**src/rtl/axis_pkt_pkg.sv**
```systemverilog
// ============================================================================
// axis_pkt_pkg : shared types and helpers for the AXI-stream packet validator
// Revision 1.0 : initial release
// ============================================================================
`default_nettype none

package axis_pkt_pkg;

    localparam int STAT_WIDTH = 32;

    typedef enum logic [1:0] {
        HDR     = 2'd0,
        BODY    = 2'd1,
        DISCARD = 2'd2
    } state_t;

    typedef enum logic [2:0] {
        NONE  = 3'd0,
        DEST  = 3'd1,
        LONG  = 3'd2,
        SHORT = 3'd3,
        CSUM  = 3'd4
    } drop_reason_t;

    function automatic logic [STAT_WIDTH-1:0] sat_inc(input logic [STAT_WIDTH-1:0] v);
        return (&v) ? v : v + STAT_WIDTH'(1);
    endfunction

endpackage

`default_nettype wire

```
**src/rtl/axis_pipe_reg.sv**
```systemverilog
// ============================================================================
// axis_pipe_reg : 1-deep valid/ready register slice, full throughput
// Revision 1.0 : initial release
// ============================================================================
`default_nettype none

module axis_pipe_reg #(
    parameter int WIDTH = 8
) (
    input  logic             clk,
    input  logic             resetn,
    input  logic [WIDTH-1:0] i_data,
    input  logic             i_valid,
    output logic             o_ready,
    output logic [WIDTH-1:0] o_data,
    output logic             o_valid,
    input  logic             i_ready
);

    logic [WIDTH-1:0] r_data;
    logic             r_valid;
    logic             w_load;

    assign o_ready = !r_valid || i_ready;
    assign w_load  = i_valid && o_ready;
    assign o_data  = r_data;
    assign o_valid = r_valid;

    always_ff @(posedge clk) begin
        if (!resetn) begin
            r_data  <= '0;
            r_valid <= 1'b0;
        end else if (w_load) begin
            r_data  <= i_data;
            r_valid <= 1'b1;
        end else if (i_ready) begin
            r_valid <= 1'b0;
        end
    end

endmodule

`default_nettype wire

```
**src/rtl/axis_packet_validator.sv**
```systemverilog
// ============================================================================
// axis_packet_validator : per-packet dest/length/checksum checks, drives tdrop
// Revision 1.0 : initial release
// ============================================================================
`default_nettype none

module axis_packet_validator
    import axis_pkt_pkg::*;
#(
    parameter int TDATA_WIDTH = 32,
    parameter int MIN_BEATS   = 2,
    parameter int MAX_BEATS   = 64,
    parameter int DEST_LSB    = 0,
    parameter int DEST_WIDTH  = 2,
    parameter int NUM_PORTS   = 4,
    parameter int CHECKSUM_EN = 1
) (
    input  logic                   clk,
    input  logic                   resetn,
    input  logic [TDATA_WIDTH-1:0] s_axis_tdata,
    input  logic                   s_axis_tlast,
    input  logic                   s_axis_tvalid,
    output logic                   s_axis_tready,
    output logic [TDATA_WIDTH-1:0] m_axis_tdata,
    output logic                   m_axis_tlast,
    output logic                   m_axis_tdrop,
    output logic [DEST_WIDTH-1:0]  m_axis_tdest,
    output logic                   m_axis_tvalid,
    input  logic                   m_axis_tready,
    output logic [STAT_WIDTH-1:0]  stat_drop_dest,
    output logic [STAT_WIDTH-1:0]  stat_drop_long,
    output logic [STAT_WIDTH-1:0]  stat_drop_short,
    output logic [STAT_WIDTH-1:0]  stat_drop_csum
);

    localparam int                 c_CNT_W  = $clog2(MAX_BEATS + 2);
    localparam logic [c_CNT_W-1:0] c_MIN    = c_CNT_W'(MIN_BEATS);
    localparam logic [c_CNT_W-1:0] c_MAX    = c_CNT_W'(MAX_BEATS);
    localparam logic [c_CNT_W-1:0] c_SAT    = c_CNT_W'(MAX_BEATS + 1);
    localparam int                 c_PIPE_W = TDATA_WIDTH + 2 + DEST_WIDTH;

    state_t                  r_state,  w_state_nxt;
    drop_reason_t            r_reason, w_reason;
    logic [c_CNT_W-1:0]      r_cnt,    w_cnt_nxt;
    logic [TDATA_WIDTH-1:0]  r_xor,    w_xor_nxt;
    logic [DEST_WIDTH-1:0]   r_dest,   w_dest;
    logic [DEST_WIDTH-1:0]   w_hdr_dest;
    logic                    w_accept;
    logic [STAT_WIDTH-1:0]   r_stat_dest, r_stat_long, r_stat_short, r_stat_csum;
    logic [c_PIPE_W-1:0]     w_pipe_in, w_pipe_out;

    // Length and checksum are only decidable once the tlast beat is seen
    function automatic drop_reason_t eop_reason(input logic [c_CNT_W-1:0]     len,
                                                input logic [TDATA_WIDTH-1:0] acc);
        if (len < c_MIN)
            return SHORT;
        if ((CHECKSUM_EN != 0) && (acc != '0))
            return CSUM;
        return NONE;
    endfunction

    assign w_accept   = s_axis_tvalid && s_axis_tready;
    assign w_hdr_dest = s_axis_tdata[DEST_LSB +: DEST_WIDTH];

    always_comb begin
        w_reason  = NONE;
        w_cnt_nxt = r_cnt;
        w_xor_nxt = r_xor ^ s_axis_tdata;
        w_dest    = r_dest;
        case (r_state)
            HDR: begin
                w_dest    = w_hdr_dest;
                w_cnt_nxt = c_CNT_W'(1);
                w_xor_nxt = s_axis_tdata;
                if (32'(w_hdr_dest) >= 32'(NUM_PORTS))
                    w_reason = DEST;
                else if (s_axis_tlast)
                    w_reason = eop_reason(w_cnt_nxt, w_xor_nxt);
            end
            BODY: begin
                w_cnt_nxt = r_cnt + c_CNT_W'(1);
                if (w_cnt_nxt > c_MAX)
                    w_reason = LONG;
                else if (s_axis_tlast)
                    w_reason = eop_reason(w_cnt_nxt, w_xor_nxt);
            end
            DISCARD: begin
                w_reason  = r_reason;
                w_cnt_nxt = (r_cnt == c_SAT) ? r_cnt : r_cnt + c_CNT_W'(1);
            end
            default: ;
        endcase
        w_state_nxt = s_axis_tlast          ? HDR     :
                      (w_reason != NONE)    ? DISCARD : BODY;
    end

    always_ff @(posedge clk) begin
        if (!resetn) begin
            r_state      <= HDR;
            r_reason     <= NONE;
            r_cnt        <= '0;
            r_xor        <= '0;
            r_dest       <= '0;
            r_stat_dest  <= '0;
            r_stat_long  <= '0;
            r_stat_short <= '0;
            r_stat_csum  <= '0;
        end else if (w_accept) begin
            r_state  <= w_state_nxt;
            r_reason <= s_axis_tlast ? NONE : w_reason;
            r_cnt    <= w_cnt_nxt;
            r_xor    <= w_xor_nxt;
            r_dest   <= w_dest;
            if (s_axis_tlast) begin
                case (w_reason)
                    DEST:    r_stat_dest  <= sat_inc(r_stat_dest);
                    LONG:    r_stat_long  <= sat_inc(r_stat_long);
                    SHORT:   r_stat_short <= sat_inc(r_stat_short);
                    CSUM:    r_stat_csum  <= sat_inc(r_stat_csum);
                    default: ;
                endcase
            end
        end
    end

    assign w_pipe_in = {s_axis_tdata, s_axis_tlast, (w_reason != NONE), w_dest};

    axis_pipe_reg #(
        .WIDTH (c_PIPE_W)
    ) u_pipe (
        .clk     (clk),
        .resetn  (resetn),
        .i_data  (w_pipe_in),
        .i_valid (s_axis_tvalid),
        .o_ready (s_axis_tready),
        .o_data  (w_pipe_out),
        .o_valid (m_axis_tvalid),
        .i_ready (m_axis_tready)
    );

    assign {m_axis_tdata, m_axis_tlast, m_axis_tdrop, m_axis_tdest} = w_pipe_out;

    assign stat_drop_dest  = r_stat_dest;
    assign stat_drop_long  = r_stat_long;
    assign stat_drop_short = r_stat_short;
    assign stat_drop_csum  = r_stat_csum;

endmodule

`default_nettype wire

```
**config.mk**
```make
export PLATFORM = sky130hd
export DESIGN_NAME = axis_packet_validator
export DESIGN_NICKNAME = d
export VERILOG_FILES = /design/src/rtl/axis_pkt_pkg.sv /design/src/rtl/axis_pipe_reg.sv /design/src/rtl/axis_packet_validator.sv
export SDC_FILE = /design/constraint.sdc
export NUM_CORES = 1
export LEC_CHECK = 0
export ABC_AREA = 1
export CAP_MARGIN = 20
export CELL_PAD_IN_SITES_DETAIL_PLACEMENT = 0
export CELL_PAD_IN_SITES_GLOBAL_PLACEMENT = 1
export CORE_UTILIZATION = 30
export DETAILED_ROUTE_END_ITERATION = 6
export PLACE_DENSITY = 0.65
export SYNTH_ARGS = -nofsm -noshare
export SYNTH_HDL_FRONTEND = slang
export SYNTH_HIERARCHICAL = 1
export SYNTH_SLANG_ARGS = --single-unit
```
**constraint.sdc**
```tcl
create_clock -name clk -period 3.34 [get_ports clk]
set_clock_uncertainty 0.2 [all_clocks]
set_input_delay 0.668 -clock clk [delete_from_list [all_inputs] [get_ports clk]]
set_output_delay 0.668 -clock clk [all_outputs]
set_load 0.02 [all_outputs]
```
==> key figures <==
Synthesis
  – Synth unique cells: 33
  – Post-synthesis instance area: ~12000 um2
  – Number of register bits inferred by synthesis: 211
  – Most repeated cell in the gate-level netlist after synthesis: sky130_fd_sc_hd__nand2_1
  – Synthesized instance count: 1849
  – Top cell types by occurrence after synthesis: 489 x sky130_fd_sc_hd__nand2_1, 211 x sky130_fd_sc_hd__dfxtp_1, 199 x sky130_fd_sc_hd__a21oi_1
  – Share of the yosys chip area belonging to registers: 0.3405
  – Top cells by area in the synthesized netlist: sky130_fd_sc_hd__dfxtp_1 34%, sky130_fd_sc_hd__nand2_1 15%, sky130_fd_sc_hd__a21oi_1 8.0%, sky130_fd_sc_hd__xor2_1 6.5%, sky130_fd_sc_hd__nand4_1 6.2%
  – Primary FF master, synth: sky130_fd_sc_hd__dfxtp_1
  – Post-synthesis net count: 1896
  – Number of synthesized flops with an enable pin: 0
  – Leading area contributor after synthesis: sky130_fd_sc_hd__dfxtp_1
  – Post-synth top area share: 0.3405
  – Synth warn: 6
  – Async set or reset register ratio after synthesis: 0
  – Mapped Avg Cell Area: roughly 6.7 um2

Critical path
  – Worst R2R End: stat_drop_csum[21]
  – Start point of the critical path: r_cnt[0]
  – Critical Path Fanout Max: 32
  – Worst endpoint data arrival time: 3270 ps
  – CP Capture Type: flip-flop
  – Worst Reg-to-Reg Cells: 15
  – Type of the worst setup path: reg -> reg
  – Crit Reg-Reg Startpoint: r_cnt[0]
  – Slack of the worst reg-to-reg path: 320 ps
  – Required time of the critical path: 3600 ps
  – Worst setup SP type: flip-flop
  – Destination of the critical timing path: stat_drop_csum[21]

STA
  – Unrepaired setup endpoints after global routing: no
  – Achievable frequency: 331.3 MHz
  – Final Hold Viols: 0
  – Tightest Pin Transition: 915.3 ps
  – Period Utilization, post-route: 0.9036
  – Max_slew headroom: 0.3898
  – Final setup violation count: 0
  – Minimum period implied by the final worst setup slack: 3018 ps
  – Final max-slew violation count: 0

Placement
  – Last weighted congestion value of the routability-driven placer: 0.9081
  – Sum of net half-perimeters after detailed placement: 28520 um
  – Total placed cells including tap cells: 2520
  – Number of port buffers: 202

Global route
  – Number of antenna violations at the first check in global routing: 1
  – Via count of the first global-routing pass: about 12000
  – First-pass GRT wire length: approximately 65000 um
  – Largest net degree at the start of global routing: between 100 and 150
  – Total congestion overflow after global routing: 0
  – Overall track demand over capacity in global routing: 0.1908

Layout
  – Area growth, synth to finish: 28.09%
  – Number of fillers in the final layout: between 4000 and 5000
  – Final net count: about 2100
  – Filler-free cell count of the finished design: 2571
  – Layout cells sized above 1: 0.05106

Clock network
  – Number of levels the H-tree was split into: 1
  – Root buffer cell: sky130_fd_sc_hd__clkbuf_16
  – Maximum buffer depth of the clock tree: 3
  – Number of buffers inserted to repair setup after CTS: 0
  – Total clock buffers created by CTS: 28
  – CTS tree: yes
  – Sinks on Clock Net: 211
  – Number of hold buffers added after CTS: 0
  – Resized cells post-CTS: 0
  – Clock latency on the worst-skew pair: roughly 550 ps
  – Clock transition at path regs: 60 ps

Status
  – Violations in the final reports: design-rule violations
  – Outcome: finished with violations

Die
  – Initial Util: 0.3038
  – Chip width: slightly above 200 um
  – Number of core rows: 74
  – DIE HEIGHT: 205.3 um
  – Ports placed on the boundary: slightly above 200
  – Die footprint: 42160 um2
  – Core footprint: 40830 um2

Detailed routing
  – Detail-routed via count per cell: approximately 5
  – Detail Route Antenna Nets: 0
  – Average wire length per cell after detail routing: between 15 and 20 um
  – Overall via count from detail_route: 12775
  – Total wire length after detailed routing: 40780 um
  – First drt pass iteration count: 7
  – Residual DRC: 2
  – Number of DRC markers after the initial detailed-route iteration: 660

Power and ir drop
  – Post-route total power: 6358 uW
  – Worst VDD drop: 0.3224 mV
  – Power per Cell Area: around 400 nW/um2
  – Total leakage power: about 0.0057 uW

Min path
  – Beginning of the worst hold path: r_dest[0]
  – Path category of the worst min-delay check: reg -> reg

Run
  – Max-capacitance violation count: 0
-- where the power goes --
| part | internal (uW) | switching (uW) | total, uW |
|---|---|---|---|
| Combinational | 247 | 413 | 660 |
| Clock | 1920 | 1140 | 3070 |
| Sequential | 2590 | 44.2 | 2630 |
-- metrics by stage --
step                worst slack [ps]  setup TNS [ps]  hold WS [ps]  area (um2)    util
floorplan                      798.9               0         224.5       12400       -
global placement               20.89               0         234.1       14940  0.3658
detailed placement            -33.70          -443.3         243.6       14940  0.3658
CTS                            334.8               0         251.7       15880  0.3890
global route                   9.091               0         269.0       15890  0.3891
finish                         321.9               0         251.6       15890  0.3891
-- layout by cell type, fill, tap and decap left out, types with 9 or more instances in the layout --
| cell type | netlist | layout |
|---|---|---|
| sky130_fd_sc_hd__a21oi_1 | 199 | 198 |
| sky130_fd_sc_hd__a22oi_1 | 11 | 11 |
| sky130_fd_sc_hd__buf_12 | 0 | 9 |
| sky130_fd_sc_hd__buf_4 | 11 | 23 |
| sky130_fd_sc_hd__clkbuf_16 | 0 | 29 |
| sky130_fd_sc_hd__clkbuf_8 | 0 | 9 |
| sky130_fd_sc_hd__clkdlybuf4s50_1 | 0 | 200 |
| sky130_fd_sc_hd__dfxtp_1 | 211 | 211 |
| sky130_fd_sc_hd__ha_1 | 10 | 10 |
| sky130_fd_sc_hd__inv_1 | 149 | 149 |
| sky130_fd_sc_hd__nand2_1 | 489 | 487 |
| sky130_fd_sc_hd__nand3_1 | 93 | 93 |
| sky130_fd_sc_hd__nand4_1 | 122 | 122 |
| sky130_fd_sc_hd__nor2_1 | 162 | 161 |
| sky130_fd_sc_hd__nor3_1 | 63 | 63 |
| sky130_fd_sc_hd__nor4_1 | 41 | 41 |
| sky130_fd_sc_hd__o21ai_0 | 31 | 31 |
| sky130_fd_sc_hd__xnor2_1 | 51 | 51 |
| sky130_fd_sc_hd__xor2_1 | 92 | 92 |
-- metal layers --
metal | track usage | part of all wire | vias up
met3 | 0.02978 | 0.050 | 44
met4 | 0.04947 | 0.019 | 0
met2 | 0.2975 | 0.44 | 295
met1 | 0.2712 | 0.49 | 5949
met5 | 0 | 0 | -
li1 | - | - | 6487
-- area by class of cell --
| class | count | area [um2] | area share |
|---|---|---|---|
| Clock inverter | 4 | 70.07 | 0.004410 |
| Antenna cell | 2 | 5.005 | 0.0003150 |
| Tap cell | 532 | 665.6 | 0.04189 |
| Timing Repair Buffer | 234 | 2365 | 0.1488 |
| Clock buffer | 45 | 875.8 | 0.05512 |
| Multi-Input combinational cell | 1390 | 7107 | 0.4473 |
| Sequential cell | 211 | 4224 | 0.2658 |
| Inverter | 153 | 576.8 | 0.03630 |
-- how the worst min path moves through the flow --
stage	slack, ps	endpoint	cells after the start
3_3_place_gp	230	r_dest[1]	2
4_1_cts	250	r_dest[1]	2
6_report	250	r_dest[0]	2
3_5_place_dp	240	r_dest[1]	2
2_1_floorplan	220	r_dest[0]	2
5_1_grt	270	r_dest[0]	2
-- sequential cells by signal, indices dropped and copies added, names as in the netlist --
name             flops
u_pipe/o_valid       1
stat_drop_csum      32
stat_drop_short     32
r_dest               2
r_cnt                7
u_pipe/o_data       36
stat_drop_long      32
r_xor               32
stat_drop_dest      32
r_state              2
r_reason             3
-- critical path: stages, from the launching register on --
cell and delay (ps):
sky130_fd_sc_hd__dfxtp_1 440, sky130_fd_sc_hd__ha_1 280, sky130_fd_sc_hd__nand3_2 130, sky130_fd_sc_hd__nand2_1 90, sky130_fd_sc_hd__nand2_1 70, sky130_fd_sc_hd__nor2_1 90, sky130_fd_sc_hd__nand3_1 110, sky130_fd_sc_hd__nand2_1 80
sky130_fd_sc_hd__nand2_1 60, sky130_fd_sc_hd__nand2_2 80, sky130_fd_sc_hd__nand2_4 80, sky130_fd_sc_hd__o21ai_4 190, sky130_fd_sc_hd__inv_2 60, sky130_fd_sc_hd__nor2_4 610, sky130_fd_sc_hd__nand3_1 160, sky130_fd_sc_hd__a21oi_1 180
-- cells by family after synthesis --
group	Yosys count	synth area share
adders and majority gates	10	0.01009
xor gates and xnor gates	143	0.1010
and+or+nand+nor	991	0.3578
AOI/OAI and AO/OA	246	0.1028
DFF	211	0.3405
buffers and inverters	248	0.08786
(Power assumes the default switching activity.)
